===== src/rtl/mem_arbiter.sv =====
// Shared-memory arbiter for the I- and D-cache miss handlers. It grants the single
// multicycle memory to one requester at a time, sequences line fills and single-word writes.
module mem_arbiter #(
    parameter  int MEM_LAT = 4,
    parameter  int WORDS   = 8,
    localparam int IDX_W   = $clog2(WORDS)
) (
    input  logic             clk,
    input  logic             rst_n,

    input  logic             i_req,
    input  logic [15:0]      i_addr,
    output logic             i_grant,
    output logic             i_data_valid,
    output logic             i_done,

    input  logic             d_req,
    input  logic             d_wr,
    input  logic [15:0]      d_addr,
    input  logic [15:0]      d_wdata,
    output logic             d_grant,
    output logic             d_data_valid,
    output logic             d_done,

    output logic [15:0]      rdata,
    output logic [IDX_W-1:0] word_idx,

    output logic             mem_en,
    output logic             mem_wr,
    output logic [15:0]      mem_addr,
    output logic [15:0]      mem_wdata,
    input  logic [15:0]      mem_rdata,
    input  logic             mem_rvalid
);

    typedef enum logic [1:0] {S_IDLE, S_FILL, S_WRITE} state_t;
    typedef enum logic [1:0] {OWN_NONE, OWN_I, OWN_D} owner_t;

    localparam logic [15:0]      BASE_MASK = ~16'(2 * WORDS - 1);
    localparam logic [IDX_W-1:0] LAST_IDX  = IDX_W'(WORDS - 1);

    state_t           state;
    owner_t           owner;
    logic             last_d;
    logic [15:0]      base;
    logic [IDX_W-1:0] issue_cnt;
    logic [IDX_W-1:0] ret_cnt;
    logic             issuing;

    logic             pick_d;
    logic             pick_i;
    logic             rvalid_fill;
    logic             ret_last;

    // On a tie the side not served last wins; last_d resets low so D wins the first tie.
    assign pick_d      = d_req && (!i_req || !last_d);
    assign pick_i      = i_req && !pick_d;

    assign rvalid_fill = (state == S_FILL) && mem_rvalid;
    assign ret_last    = rvalid_fill && (ret_cnt == LAST_IDX);

    assign i_grant      = (owner == OWN_I);
    assign d_grant      = (owner == OWN_D);
    assign i_data_valid = rvalid_fill && (owner == OWN_I);
    assign d_data_valid = rvalid_fill && (owner == OWN_D);
    assign i_done       = ret_last && (owner == OWN_I);
    assign d_done       = (ret_last && (owner == OWN_D)) || (state == S_WRITE);
    assign rdata        = rvalid_fill ? mem_rdata : 16'h0000;
    assign word_idx     = rvalid_fill ? ret_cnt : '0;

    always_ff @(posedge clk or negedge rst_n) begin
        if (!rst_n) begin
            state     <= S_IDLE;
            owner     <= OWN_NONE;
            last_d    <= 1'b0;
            base      <= 16'h0000;
            issue_cnt <= '0;
            ret_cnt   <= '0;
            issuing   <= 1'b0;
            mem_en    <= 1'b0;
            mem_wr    <= 1'b0;
            mem_addr  <= 16'h0000;
            mem_wdata <= 16'h0000;
        end else begin
            // NOTE: non-blocking defaults; the memory strobes are low unless this edge issues.
            mem_en    <= 1'b0;
            mem_wr    <= 1'b0;
            mem_addr  <= 16'h0000;
            mem_wdata <= 16'h0000;

            unique case (state)
                S_IDLE: begin
                    ret_cnt <= '0;
                    if (pick_d && d_wr) begin
                        state     <= S_WRITE;
                        owner     <= OWN_D;
                        last_d    <= 1'b1;
                        mem_en    <= 1'b1;
                        mem_wr    <= 1'b1;
                        mem_addr  <= d_addr;
                        mem_wdata <= d_wdata;
                    end else if (pick_d || pick_i) begin
                        state     <= S_FILL;
                        owner     <= pick_d ? OWN_D : OWN_I;
                        last_d    <= pick_d;
                        base      <= (pick_d ? d_addr : i_addr) & BASE_MASK;
                        mem_en    <= 1'b1;
                        mem_addr  <= (pick_d ? d_addr : i_addr) & BASE_MASK;
                        issue_cnt <= IDX_W'(1);
                        issuing   <= 1'b1;
                    end
                end

                S_FILL: begin
                    if (issuing) begin
                        mem_en    <= 1'b1;
                        mem_addr  <= base + 16'({issue_cnt, 1'b0});
                        issue_cnt <= issue_cnt + IDX_W'(1);
                        if (issue_cnt == LAST_IDX) begin
                            issuing <= 1'b0;
                        end
                    end
                    if (rvalid_fill) begin
                        ret_cnt <= ret_cnt + IDX_W'(1);
                        if (ret_cnt == LAST_IDX) begin
                            state <= S_IDLE;
                            owner <= OWN_NONE;
                        end
                    end
                end

                S_WRITE: begin
                    state <= S_IDLE;
                    owner <= OWN_NONE;
                end

                default: begin
                    state <= S_IDLE;
                    owner <= OWN_NONE;
                end
            endcase
        end
    end

endmodule


===== config.mk =====
export PLATFORM = sky130hd
export DESIGN_NAME = mem_arbiter
export DESIGN_NICKNAME = d
export VERILOG_FILES = /design/src/rtl/mem_arbiter.sv
export SDC_FILE = /design/constraint.sdc
export NUM_CORES = 1
export LEC_CHECK = 0
export ABC_AREA = 1
export BUFFER_PORTS_ARGS = -buffer_cell sky130_fd_sc_hd__buf_2
export CAP_MARGIN = 10
export CORE_MARGIN = 8
export CORE_UTILIZATION = 31
export CTS_BUF_LIST = sky130_fd_sc_hd__clkbuf_8
export DETAILED_ROUTE_END_ITERATION = 12
export PLACE_DENSITY = 0.68
export SKIP_LAST_GASP = 1
export SYNTH_ARGS = -nofsm -noshare
export SYNTH_HDL_FRONTEND = slang
export SYNTH_SLANG_ARGS = --single-unit
export TNS_END_PERCENT = 100

===== constraint.sdc =====
create_clock -name clk -period 1.5 [get_ports clk]
set_input_delay 0.45 -clock clk [delete_from_list [all_inputs] [get_ports clk]]
set_output_delay 0.45 -clock clk [all_outputs]
set_load 0.01 [all_outputs]

### After elaboration in Yosys (flattened, before gate mapping)

Cells that the tools add are included.

| storage, ports and cells | value |
|---|---|
| bits of input ports | 70 |
| register bits after elaboration | 58 |
| logic and storage cells | 88 |
| output and inout port bits | 59 |

| cells by class | value |
|---|---|
| eq/ne operators | 12 |
| bitwise logic cells | 1 |
| reductions and logical operators | 24 |
| muxes and demuxes | 37 |
| add/subtract/negate cells | 3 |

Operators with widths:

| kind | count |
|---|---|
| $mux W16 | 7 |
| $pmux W16 S2 | 1 |
| $add A16 B4 Y16 | 1 |
| $mux W3 | 5 |
| $mux W2 | 7 |
| $pmux W3 S2 | 2 |
| $mux W1 | 11 |
| $logic_and A1 B1 Y1 | 9 |
| $reduce_and A3 Y1 | 3 |
| $ne A2 B2 Y1 const B | 4 |
| $pmux W2 S2 | 2 |
| $add A3 B1 Y3 const B | 2 |
| $eq A3 B3 Y1 const B | 2 |
| $eq A2 B1 Y1 const B | 2 |
| $eq A2 B2 Y1 const B | 2 |
| $pmux W1 S2 | 2 |
| $reduce_and A2 Y1 | 2 |
| $reduce_and A4 Y1 | 1 |
| $reduce_bool A2 Y1 | 2 |
| $logic_not A1 Y1 | 3 |
| $logic_or A1 B1 Y1 | 3 |
| $ne A3 B3 Y1 const B | 1 |
| $logic_not A2 Y1 | 1 |
| $ne A2 B1 Y1 const B | 1 |
| $not A1 Y1 | 1 |

### Logic depth before layout (Yosys ltp)

Gate-level depths: netlist of the first run.

| depth | value |
|---|---|
| depth after elaboration | 9 |
| depth in mapped cells | 8 |
| mapped depth without buffers | 7 |

### Least setup slack after synthesis of the first run

Ideal clock, no wire load.

| timing | value |
|---|---|
| path kind | flip-flop to output port |
| start | register state[0] |
| end | output d_data_valid |
| slack | 0.005 ns |
| required time | 1.050 ns |
| cell stages (with the launch flop) | 6 |
| path buffers | 1 |
| arrival time | 1.045 ns |
| cell sequence | dfrtp_1 > inv_1 > nor2_4 > nand2_1 > buf_2 > nor2_1 |

| between the ends | value |
|---|---|
| longest elaborated chain between the ends | 3 |

RTL lines:

| element | RTL line | RTL |
|---|---|---|
| from (decl) | 42 | `state_t state;` |
| from (signal assigned) | 73 | `state <= S_IDLE;` |
| from (signal assigned) | 95 | `state <= S_WRITE;` |
| from (signal assigned) | 103 | `state <= S_FILL;` |
| $eq A2 B1 Y1 | 59 | `assign rvalid_fill = (state == S_FILL) && mem_rvalid;` |
| $logic_and A1 B1 Y1 | 59 |  |
| $logic_and A1 B1 Y1 | 65 | `assign d_data_valid = rvalid_fill && (owner == OWN_D);` |
| to (decl) | 22 | `output logic d_data_valid,` |

Every way passes these cells.

### Final worst setup path of the first run

| timing | value |
|---|---|
| start | register ret_cnt[1] |
| end | output i_done |

| between the ends | value |
|---|---|
| longest elaborated chain between the ends | 3 |

RTL lines:

| element | RTL line | RTL |
|---|---|---|
| from (decl) | 47 | `logic [IDX_W-1:0] ret_cnt;` |
| from (signal assigned) | 124 | `ret_cnt <= ret_cnt + IDX_W'(1);` |
| $eq A3 B3 Y1 | 60 | `assign ret_last = rvalid_fill && (ret_cnt == LAST_IDX);` |
| $logic_and A1 B1 Y1 | 60 |  |
| $logic_and A1 B1 Y1 | 66 | `assign i_done = ret_last && (owner == OWN_I);` |
| to (decl) | 15 | `output logic i_done,` |

Every way passes these cells.

==> results summary, run 1 <==
The die is 109 um wide. The category of the worst setup path capture point is an output port. The final count of pins violating max slew was 0.

Sorting the synthesized cells by area gives the leading types as dfrtp_1, nand2_1, inv_1, nor2_1, nand3_1. In this run the static leakage power is 2.34 nW. Derived from the worst setup path, the maximum achievable clock frequency is 544 MHz. The overall routed net length is 7820 um. Summed over all instances, the cell type with the most area after synthesis is dfrtp_1. The critical path's top delay family is flip-flops. The detailed router used layers up to and including met5. After routing the design area is 0.00395 sq mm. The tool flagged a number of max-cap violations equal to 0. Traced cell by cell, the critical path runs through ha_2, ha_4, nand3_4, nor3_2, buf_2. For this block, wires on met1 add up to 3130 um. The power per unit of standard cell area came out at 1720 mW/mm^2.

The final antenna diode count is 0. The worst stage delay on the critical path came out at 360 ps. The clock-pin slew on the worst setup and hold paths came out at 70 ps. The initial antenna violation count is 1. The die is 109 um tall.

The actual transition at the worst max-transition pin came out at 453 ps. The placed instance area came out at 0.00352 sq mm. The combinational family with the most area after synthesis is simple AND/OR/NAND/NOR gates.

The number of global-route vias before repair came to 2,606. The final reports fail on negative setup slack. The synthesized netlist cell count is 326. The compound-cell area share of the yosys netlist was 0.0664. Of all flip-flops after synthesis, the portion carrying an async set or reset was 1.00.

The share of Yosys cell area claimed by the top area cell type is 0.539. The number of synthesis warnings came out at 0. Row generation in the floorplan step produced 34 rows. The area of the core is 0.00855 sq mm.

The initial core utilization is 0.315. The number of different library cells used by synthesis comes to 24. The net count after synthesis is 400. OpenSTA, run right after detailed placement, puts the worst setup slack at -82.1 ps.

The later pin in the worst-skew pair is clocked with a latency of 340 ps. The clock root buffer master is clkbuf_8. The number of buffers added by the clock tree synthesis step came out at 9. The startpoint type of the worst setup path is a flop. The number of buffers and inverters on the critical path came out at 1. The worst-case IR drop observed on VDD is 0.549 mV. The total met3 wirelength after detailed routing came out at 843 um.

Among all cell types in the netlist, the one instantiated most often is nand2_1. The remaining routing DRC violations is 0. The setup clock skew after layout came out at 9.42 ps. In the final routed layout, each cell accounts on average for 13.4 um. TritonCTS built the clock tree.

In the final layout, the share of cells above drive strength 1 is 0.400. The run finished, with violations left. The xor/xnor share of the synthesized area is 0.

The headroom to the max-slew limit came out at 0.698. The minimum clock period came out at 1840 ps. The residual antenna-violating net count after detailed routing came out at 0.

The count of final setup violators came out at 25. The fraction of the cycle the final worst path needs came out at 1.23. Setup repair after global routing could not meet its margin everywhere. A synthesized cell averages 8.26 sq um. The share of the yosys chip area belonging to registers is 0.539. The synthesized-area fraction occupied by adder cells came out at 0.0186. The total global routing overflow is 0. In this run, post-CTS hold repair placed 0 buffers. The mapped netlist covers 0.00269 sq mm.

The data arrival at the endpoint of the critical path came out at 1390 ps. Across every metal layer, demand over resource in global routing totals 0.133. The weighted congestion at the end of routability-driven global placement is 0.758. The wire length of the first global-routing pass came out at 12,300 um. The die covers 0.0119 sq mm.

The maximum number of pins on one net before global-route repair is 42. For this run, the leading register cell type out of synthesis is dfrtp_1. The number of sinks handled by clock tree synthesis is 58. The simple-gate share of the synthesized area is 0.265.

The min-delay analysis places its worst path in the category primary input to async pin. Counting flops and latches in the post-synthesis netlist gives 58. Compared with the post-synthesis result, the final layout area differs by 46.8%. After layout, the worst setup slack is -339 ps.

The commonest cells after synthesis are nand2_1, dfrtp_1, inv_1. The setup TNS after final layout came out at -6460 ps. The total number of vias is 2,520. The required time of the critical path came out at 1050 ps. During placement, the flow inserted port buffers numbering 124. The total power of the final layout is 6.78 mW. The slowest stage of the critical path is the dfrtp_1 cell. The post-DP HPWL is 5820 um.

The count of endpoints failing hold in the final timing report is 0. The mux share of post-synthesis cell area came out at 0. The category of the most critical setup path is flop to output port.

In the detailed route, the total length drawn on met2 is 3620 um. The worst-path maximum fanout is 2. The top-level I/O count came out at 129.

The count of nets after finishing came out at 546. The deepest level of the CTS H-tree is 3. The initial detailed-routing violation count is 150. The average via count per standard cell is 4.31. The number of buffers on the longest clock path came out at 2.

The count of flip-flops with a built-in enable after synthesis came out at 0. The detailed-router iteration count before antenna repair came out at 4.
logic make-up after synthesis:
| group | Yosys count |
|---|---|
| AOI/OAI and AO/OA | 34 |
| adders and majority gates | 4 |
| DFF | 58 |
| buffers and inverters | 71 |
| and+or+nand+nor | 159 |
worst paths after layout:
kind                       startpoint           end  slack, ps  cells past startpoint
max                        ret_cnt[1]        i_done       -340                      5
min                             rst_n  issue_cnt[0]        100                      2
min in group clk            d_addr[2]   mem_addr[2]        310                      3
max reg2reg                  state[0]      base[13]        100                      8
min reg2reg                   base[8]       base[8]        490                      2
max in group asynchronous       rst_n      owner[1]       1170                      2
metal layers:
layer	up-vias	track usage
met5	-	0
met4	2	0.0752
met3	16	0.0585
met2	85	0.211
met1	1128	0.146
li1	1289	-
cells in the final DEF (no fill, tap or decap), drive strengths merged, types with 4 or more instances in the layout:
| cell | instances |
|---|---|
| clkbuf | 10 |
| ha | 4 |
| buf | 147 |
| nor2 | 47 |
| nand3b | 4 |
| dfrtp | 58 |
| inv | 60 |
| nand3 | 26 |
| nand4 | 5 |
| o21ai | 31 |
| nand2 | 75 |
| bufinv | 4 |
state kept, by name, summed over array words and instances, names as in the netlist:
| name | flops |
|---|---|
| base | 12 |
| issue_cnt | 3 |
| issuing | 1 |
| last_d | 1 |
| mem_addr | 16 |
| mem_en | 1 |
| mem_wdata | 16 |
| mem_wr | 1 |
| owner | 2 |
| ret_cnt | 3 |
| state | 2 |
stage by stage:
stage	instances	hold slack, ps	utilization
4_1_cts	582	100	0.450
3_5_place_dp	564	463	0.412
5_1_grt	585	98.7	0.462
6_report	585	98.8	0.462
3_3_place_gp	564	457	0.412
2_1_floorplan	326	154	-
cell type report:
type / count / area (sq um)
Fill cell: 853 / 4600
Inverter: 59 / 229
Tap cell: 108 / 135
Clock buffer: 10 / 138
Sequential cell: 58 / 1450
Timing Repair Buffer: 147 / 850
Clock inverter: 6 / 129
Multi-Input combinational cell: 197 / 1020
power breakdown:
part           leakage [nW]  switching, mW  internal [mW]
registers             0.750          0.227           2.06
logic                  1.45           1.49           1.06
clock network         0.138          0.624           1.31
total                  2.34           2.34           4.44
repair_timing:
| item | in CTS | in global routing |
|---|---|---|
| setup endpoints to repair | 25 | 50 |
| pin swaps | 4 | 5 |
| setup buffers | 2 | 3 |
| resized for setup | 13 | 21 |
(Power assumes the default switching activity.)
==> inputs of run 2 (changes only) <==
--- a/config.mk
+++ b/config.mk
@@ -10,10 +10,8 @@
 export CAP_MARGIN = 10
 export CORE_MARGIN = 8
 export CORE_UTILIZATION = 31
-export CTS_BUF_LIST = sky130_fd_sc_hd__clkbuf_8
 export DETAILED_ROUTE_END_ITERATION = 12
 export PLACE_DENSITY = 0.68
-export SKIP_LAST_GASP = 1
 export SYNTH_ARGS = -nofsm -noshare
 export SYNTH_HDL_FRONTEND = slang
 export SYNTH_SLANG_ARGS = --single-unit
==> run 2 against run 1 <==
Effect of this change: global-route usage is the same; register-to-register slack is essentially flat; critical path depth is the same; utilization grew 0.058 points; critical endpoint unchanged; via count is the same; the flow still finishes with violations (negative setup slack); worst setup slack is essentially flat; die area is the same; clock power is essentially flat; worst hold slack is essentially flat.
==> results summary, run 2 (same netlist as run 1, synthesis figures left out) <==
The count of endpoints failing hold in the final timing report is 0. The fraction of the cycle the final worst path needs is 1.23. After detailed routing, the number of vias per cell comes to 4.31. STA classifies the critical path endpoint as an output port.

The count of final setup violators came out at 25. The count of buffers inserted at the top-level ports is 124. Power spread over the standard cell area amounts to 1720 mW/mm^2.

The max-capacitance violation count came out at 0. The clock network latency to the later pin of the worst-skew pair is 340 ps. The final critical-path setup slack is -339 ps. The data arrival at the endpoint of the critical path is 1390 ps. For this run, the total global-route usage over all layers was measured as 0.133.

The pre-CTS setup slack is -82.1 ps. The number of buffers added by the clock tree synthesis step is 9. Summed over all layers, the global routing overflow is 0.

Clock tree synthesis selected as its root buffer the cell clkbuf_8. TritonCTS built the clock tree. The final route contains 2,520 vias. The top-level I/O count came out at 129. Across the VDD grid, the largest voltage drop is 0.549 mV. For the worst setup path, the data required time is 1050 ps. The number of global-route vias before repair was 2,606. The final count of pins violating max slew is 0. The clock-pin slew on the worst setup and hold paths came out at 70 ps. In this run the standard cell core region covers 0.00855 sq mm. The layout-stage area growth over the synthesis result came out at 47.0%.

The wire length of the first global-routing pass came out at 12,300 um. The final reports fail on negative setup slack. The highest attainable clock frequency is 544 MHz. The actual transition at the worst max-transition pin came out at 453 ps. The critical path in this run is classified as flop to output port. For this configuration, the core starts out at a cell density of 0.315. The remaining routing DRC violations came out at 0. The initial detailed-routing violation count came out at 150. The run finished, with violations left. The detailed-router iteration count before antenna repair is 4. The number of placed instances, taps included came out at 564.

Once detail routing completed, the nets flagged for antenna violations numbered 0. The setup TNS after final layout is -6480 ps. The clock passes through at most 2 buffers. Setup repair after global routing could not meet its margin everywhere. The maximum number of pins on one net before global-route repair came out at 42. The count of non-filler cells in the finished layout came out at 585. The headroom to the max-slew limit came out at 0.698. The most common library cell in the layout ignoring fill and taps is buf_2. The floorplan has 34 rows. For this design, the CTS-stage hold fixing added 0 buffers. The tightest min-delay check is of the primary input to async pin type. The width of the chip came out at 109 um.

The final layout contains 546 nets. The clock net in this run drives a total of 58 sinks. The HPWL after detailed placement is 5820 um. The overall routed net length is 7830 um. The initial antenna violation count is 1.

In the final layout, the registers with the most flip-flops are mem_addr x16, mem_wdata x16, base x12. The number of antenna diodes in the final layout is 0. STA classifies the critical path startpoint as a flop. The worst-path maximum fanout came out at 2. The minimum clock period is 1840 ps. The die outline area came out at 0.0119 sq mm.

The deepest level of the CTS H-tree is 3. The setup clock skew after layout is 9.18 ps. The final core area utilization is 0.463.

Dividing the detail-routed wire length by the instance count gives 13.4 um. In the layout the commonest cells are buf_2, nand2_1, dfrtp_1. The weighted congestion at the end of routability-driven global placement came out at 0.758.

In the final layout, the share of cells above drive strength 1 is 0.405. The leakage power of the design came out at 2.33 nW. The die is 109 um tall.
[run 2: timing repair]
item / in CTS / in global routing
resized for setup: 13 / 23
setup endpoints to repair: 25 / 50
buffers inserted: 2 / 3
pin swaps: 4 / 5
[run 2: layout make-up]
cell class / count / area [sq um]
fill: 855 / 4590
clock inverter: 5 / 125
multi-input combinational: 197 / 1030
clock buffer: 11 / 141
inverter: 59 / 229
timing repair buffer: 147 / 850
sequential: 58 / 1450
tap: 108 / 135
[run 2: layer usage]
metal | up-vias | GRT usage | share of wire
met5 | - | 0 | 0.0017
met4 | 2 | 0.0752 | 0.028
met3 | 16 | 0.0585 | 0.11
met2 | 85 | 0.211 | 0.46
met1 | 1128 | 0.146 | 0.40
li1 | 1289 | - | -
[run 2: final timing paths]
| path | to | slack [ps] | startpoint | cells after the start |
|---|---|---|---|---|
| min in group clk | mem_addr[2] | 310 | d_addr[2] | 3 |
| worst max-delay path | i_done | -340 | ret_cnt[1] | 5 |
| worst max register to register | base[13] | 100 | state[0] | 8 |
| worst min-delay path | issue_cnt[0] | 100 | rst_n | 2 |
| max in group asynchronous | owner[1] | 1170 | rst_n | 2 |
| worst min register to register | base[8] | 490 | base[8] | 2 |
[run 2: per-stage QoR]
step,cell area (sq um),total power [mW],hold slack [ps]
finish,3960,6.79,98.8
global route,3960,7.31,98.7
CTS,3850,6.69,100
detailed placement,3520,4.62,463
global placement,3520,4.55,457
floorplan,2690,3.68,154
[run 2: worst max-delay path: stages (launching register included)]
cell and delay (ps):
dfrtp_1 360, ha_2 200, ha_4 150, nand3_4 70
nor3_2 120, buf_2 160
[run 2: power breakdown]
part / internal [mW] / total [mW] / switching (mW) / leakage (nW)
logic: 1.07 / 2.56 / 1.50 / 1.45
registers: 2.06 / 2.29 / 0.227 / 0.750
clock network: 1.32 / 1.94 / 0.624 / 0.134
total: 4.45 / 6.79 / 2.35 / 2.33
==> inputs of run 3 (changes only) <==
==> constraint.sdc (replaced) <==
create_clock -name clk -period 1.8 [get_ports clk]
set_input_delay 0.54 -clock clk [delete_from_list [all_inputs] [get_ports clk]]
set_output_delay 0.54 -clock clk [all_outputs]
set_load 0.01 [all_outputs]
==> run 3 against run 2 <==
Effect of this change: first-iteration DRC count shrank 19%; highest routed layer unchanged; combinational power down 18%; worst hold slack improved by 110 ps; the run still ends with negative setup slack left.
==> results summary, run 3 (same netlist as run 1, synthesis figures left out) <==
The max-capacitance violation count is 0. The slowest stage of the critical path belongs to the cell dfrtp_1. STA classifies the critical path endpoint as an output port.

For this run, the total global-route usage over all layers was measured as 0.133. The highest attainable clock frequency is 514 MHz. The required time of the critical path came out at 1260 ps.

The initial utilization of the core area, before any placement, comes to 0.315. The wire-length estimate of the detail-placed layout is 5770 um. The routed length per instance came out at 13.6 um. The summed area of non-filler cells in the final layout came out at 0.00388 sq mm. The first routing iteration left 121 violations. The critical path's top delay family is flip-flops. Setup repair after global routing could not meet its margin everywhere. The number of global-route vias before repair came out at 2,643. Leaving out fill and tap cells, the most frequent cell in the layout is buf_2. The pre-CTS setup slack came out at 0.649 ps. The H-tree generated during clock tree synthesis spans 3 levels. The library cells used most frequently in the layout, excluding fill and tap cells, are buf_2, nand2_1, dfrtp_1.

The count of non-filler cells in the finished layout came out at 581. The die outline area came out at 0.0119 sq mm. The final count of pins violating max slew is 0. The initial antenna violation count is 1. The clock network latency to the later pin of the worst-skew pair came out at 320 ps. On the worst path, the slowest cell contributes a delay of 410 ps. The largest registers in the layout are mem_addr x16, mem_wdata x16, base x12. The count of endpoints failing hold in the final timing report is 0. The count of buffers inserted at the top-level ports is 124. The startpoint type of the worst setup path is a flop. For this run, design rule violations remaining after detail routing come to 0. The worst-case IR drop observed on VDD is 0.475 mV.

The worst hold slack after final layout came out at 208 ps. The checks that failed: negative setup slack. Together, buffers and inverters on the worst path number 2. In this run the power density over the cells is 1320 mW/mm^2. Of the cells placed in the final design, the portion with a size suffix greater than 1 is 0.412.

The actual transition at the worst max-transition pin is 486 ps. The number of buffers added by the clock tree synthesis step is 9. TritonCTS built the clock tree. The final core area utilization is 0.454. The maximum number of pins on one net before global-route repair came out at 59. The count of nets after finishing came out at 542. No sink is reached through more buffers than the 2 on the longest clock path. The data arrival at the endpoint of the critical path came out at 1410 ps. The total power of the final layout came out at 5.13 mW.

The total number of vias is 2,598. 0 antenna diodes ended up in the layout. The residual antenna-violating net count after detailed routing came out at 0.

The critical path is of the flop to output port type. The fraction of the cycle the final worst path needs came out at 1.08. The layout-stage area growth over the synthesis result is 44.1%. The detailed-router iteration count before antenna repair came out at 4. The leakage power of the design came out at 2.28 nW. The area of the core is 0.00855 sq mm. The wire length of the first global-routing pass is 12,300 um. Traced cell by cell, the critical path runs through nor2_4, nand2_4, buf_6, nor2_1, buf_2. Across the routed clock network, the largest skew measured is 7.04 ps.

The worst-path maximum fanout is 8. The overall routed net length is 7900 um. The final critical-path setup slack is -147 ps. The tree is rooted in a clkbuf_8.

After clock tree synthesis, the clock-pin slew on the worst setup and hold paths is 70 ps. The number of placed instances, taps included is 558. The placed instance area came out at 0.00348 sq mm.

The initialized floorplan defines 34 standard-cell rows. The die extent in y is 109 um. Measured along the x axis, the die boundary spans 109 um.

The setup TNS after final layout came out at -2090 ps. The number of buffers added to fix hold violations after cts is 0. The count of final setup violators came out at 23.

The average via count per standard cell came out at 4.47. The minimum clock period is 1950 ps. The top-level I/O count came out at 129. The number of sinks handled by clock tree synthesis came out at 58. The kind of path behind the tightest hold check is primary input to async pin. The total global routing overflow is 0. The headroom to the max-slew limit is 0.675.

The weighted congestion at the end of routability-driven global placement is 0.756. The flow ran to the end, but the final reports show violations.
==> run 3: changes by cell type in the layout (fill, tap and decap cells not counted), sizes merged <==
cell,previous run,this run
clkinv,1,4
bufinv,4,1
clkbuf,11,10
clkinvlp,0,1
buf,147,143
==> run 3: worst paths after layout <==
check                           slack (ps)            to  cells past startpoint  startpoint
worst max-delay path                  -150     rdata[11]                      5    state[1]
worst min-delay path                   210  mem_wdata[3]                      2       rst_n
worst max register to register         270  mem_addr[10]                      6    state[1]
worst min register to register         490      base[11]                      2    base[11]
max in group asynchronous             1330      state[1]                      2       rst_n
min in group clk                       410   mem_addr[2]                      3   d_addr[2]
==> run 3: routing by layer <==
| layer | routed length, um | up-vias | global-route usage |
|---|---|---|---|
| met5 | 12 | - | 0 |
| met4 | 145 | 2 | 0.0704 |
| met3 | 780 | 13 | 0.0443 |
| met2 | 3770 | 112 | 0.214 |
| met1 | 3200 | 1188 | 0.153 |
| li1 | - | 1283 | - |
==> run 3: area by class of cell <==
type,count,area [sq um]
multi-input combinational,197,1060
fill,851,4670
timing repair buffer,143,826
sequential,58,1450
clock buffer,10,128
tap,108,135
clock inverter,6,57.6
inverter,59,224
==> run 3: worst register-to-register path, cell delays in order (launching register included) <==
cell     delay, ps
dfrtp_1        410
buf_4          150
inv_1          120
nand2_1        140
nor2_4         190
inv_1          190
o21ai_0        230
==> run 3: power breakdown <==
part	leakage [nW]	internal, mW	switching (mW)
registers	0.751	1.72	0.179
clock network	0.0958	0.629	0.494
logic	1.43	0.847	1.27
==> run 3: repair_timing <==
item / 4_1_cts / 5_1_grt
setup buffers: 4 / 2
pin swaps: 4 / 5
cloned: 1 / 0
resized for setup: 14 / 30
setup endpoints to repair: 23 / 24
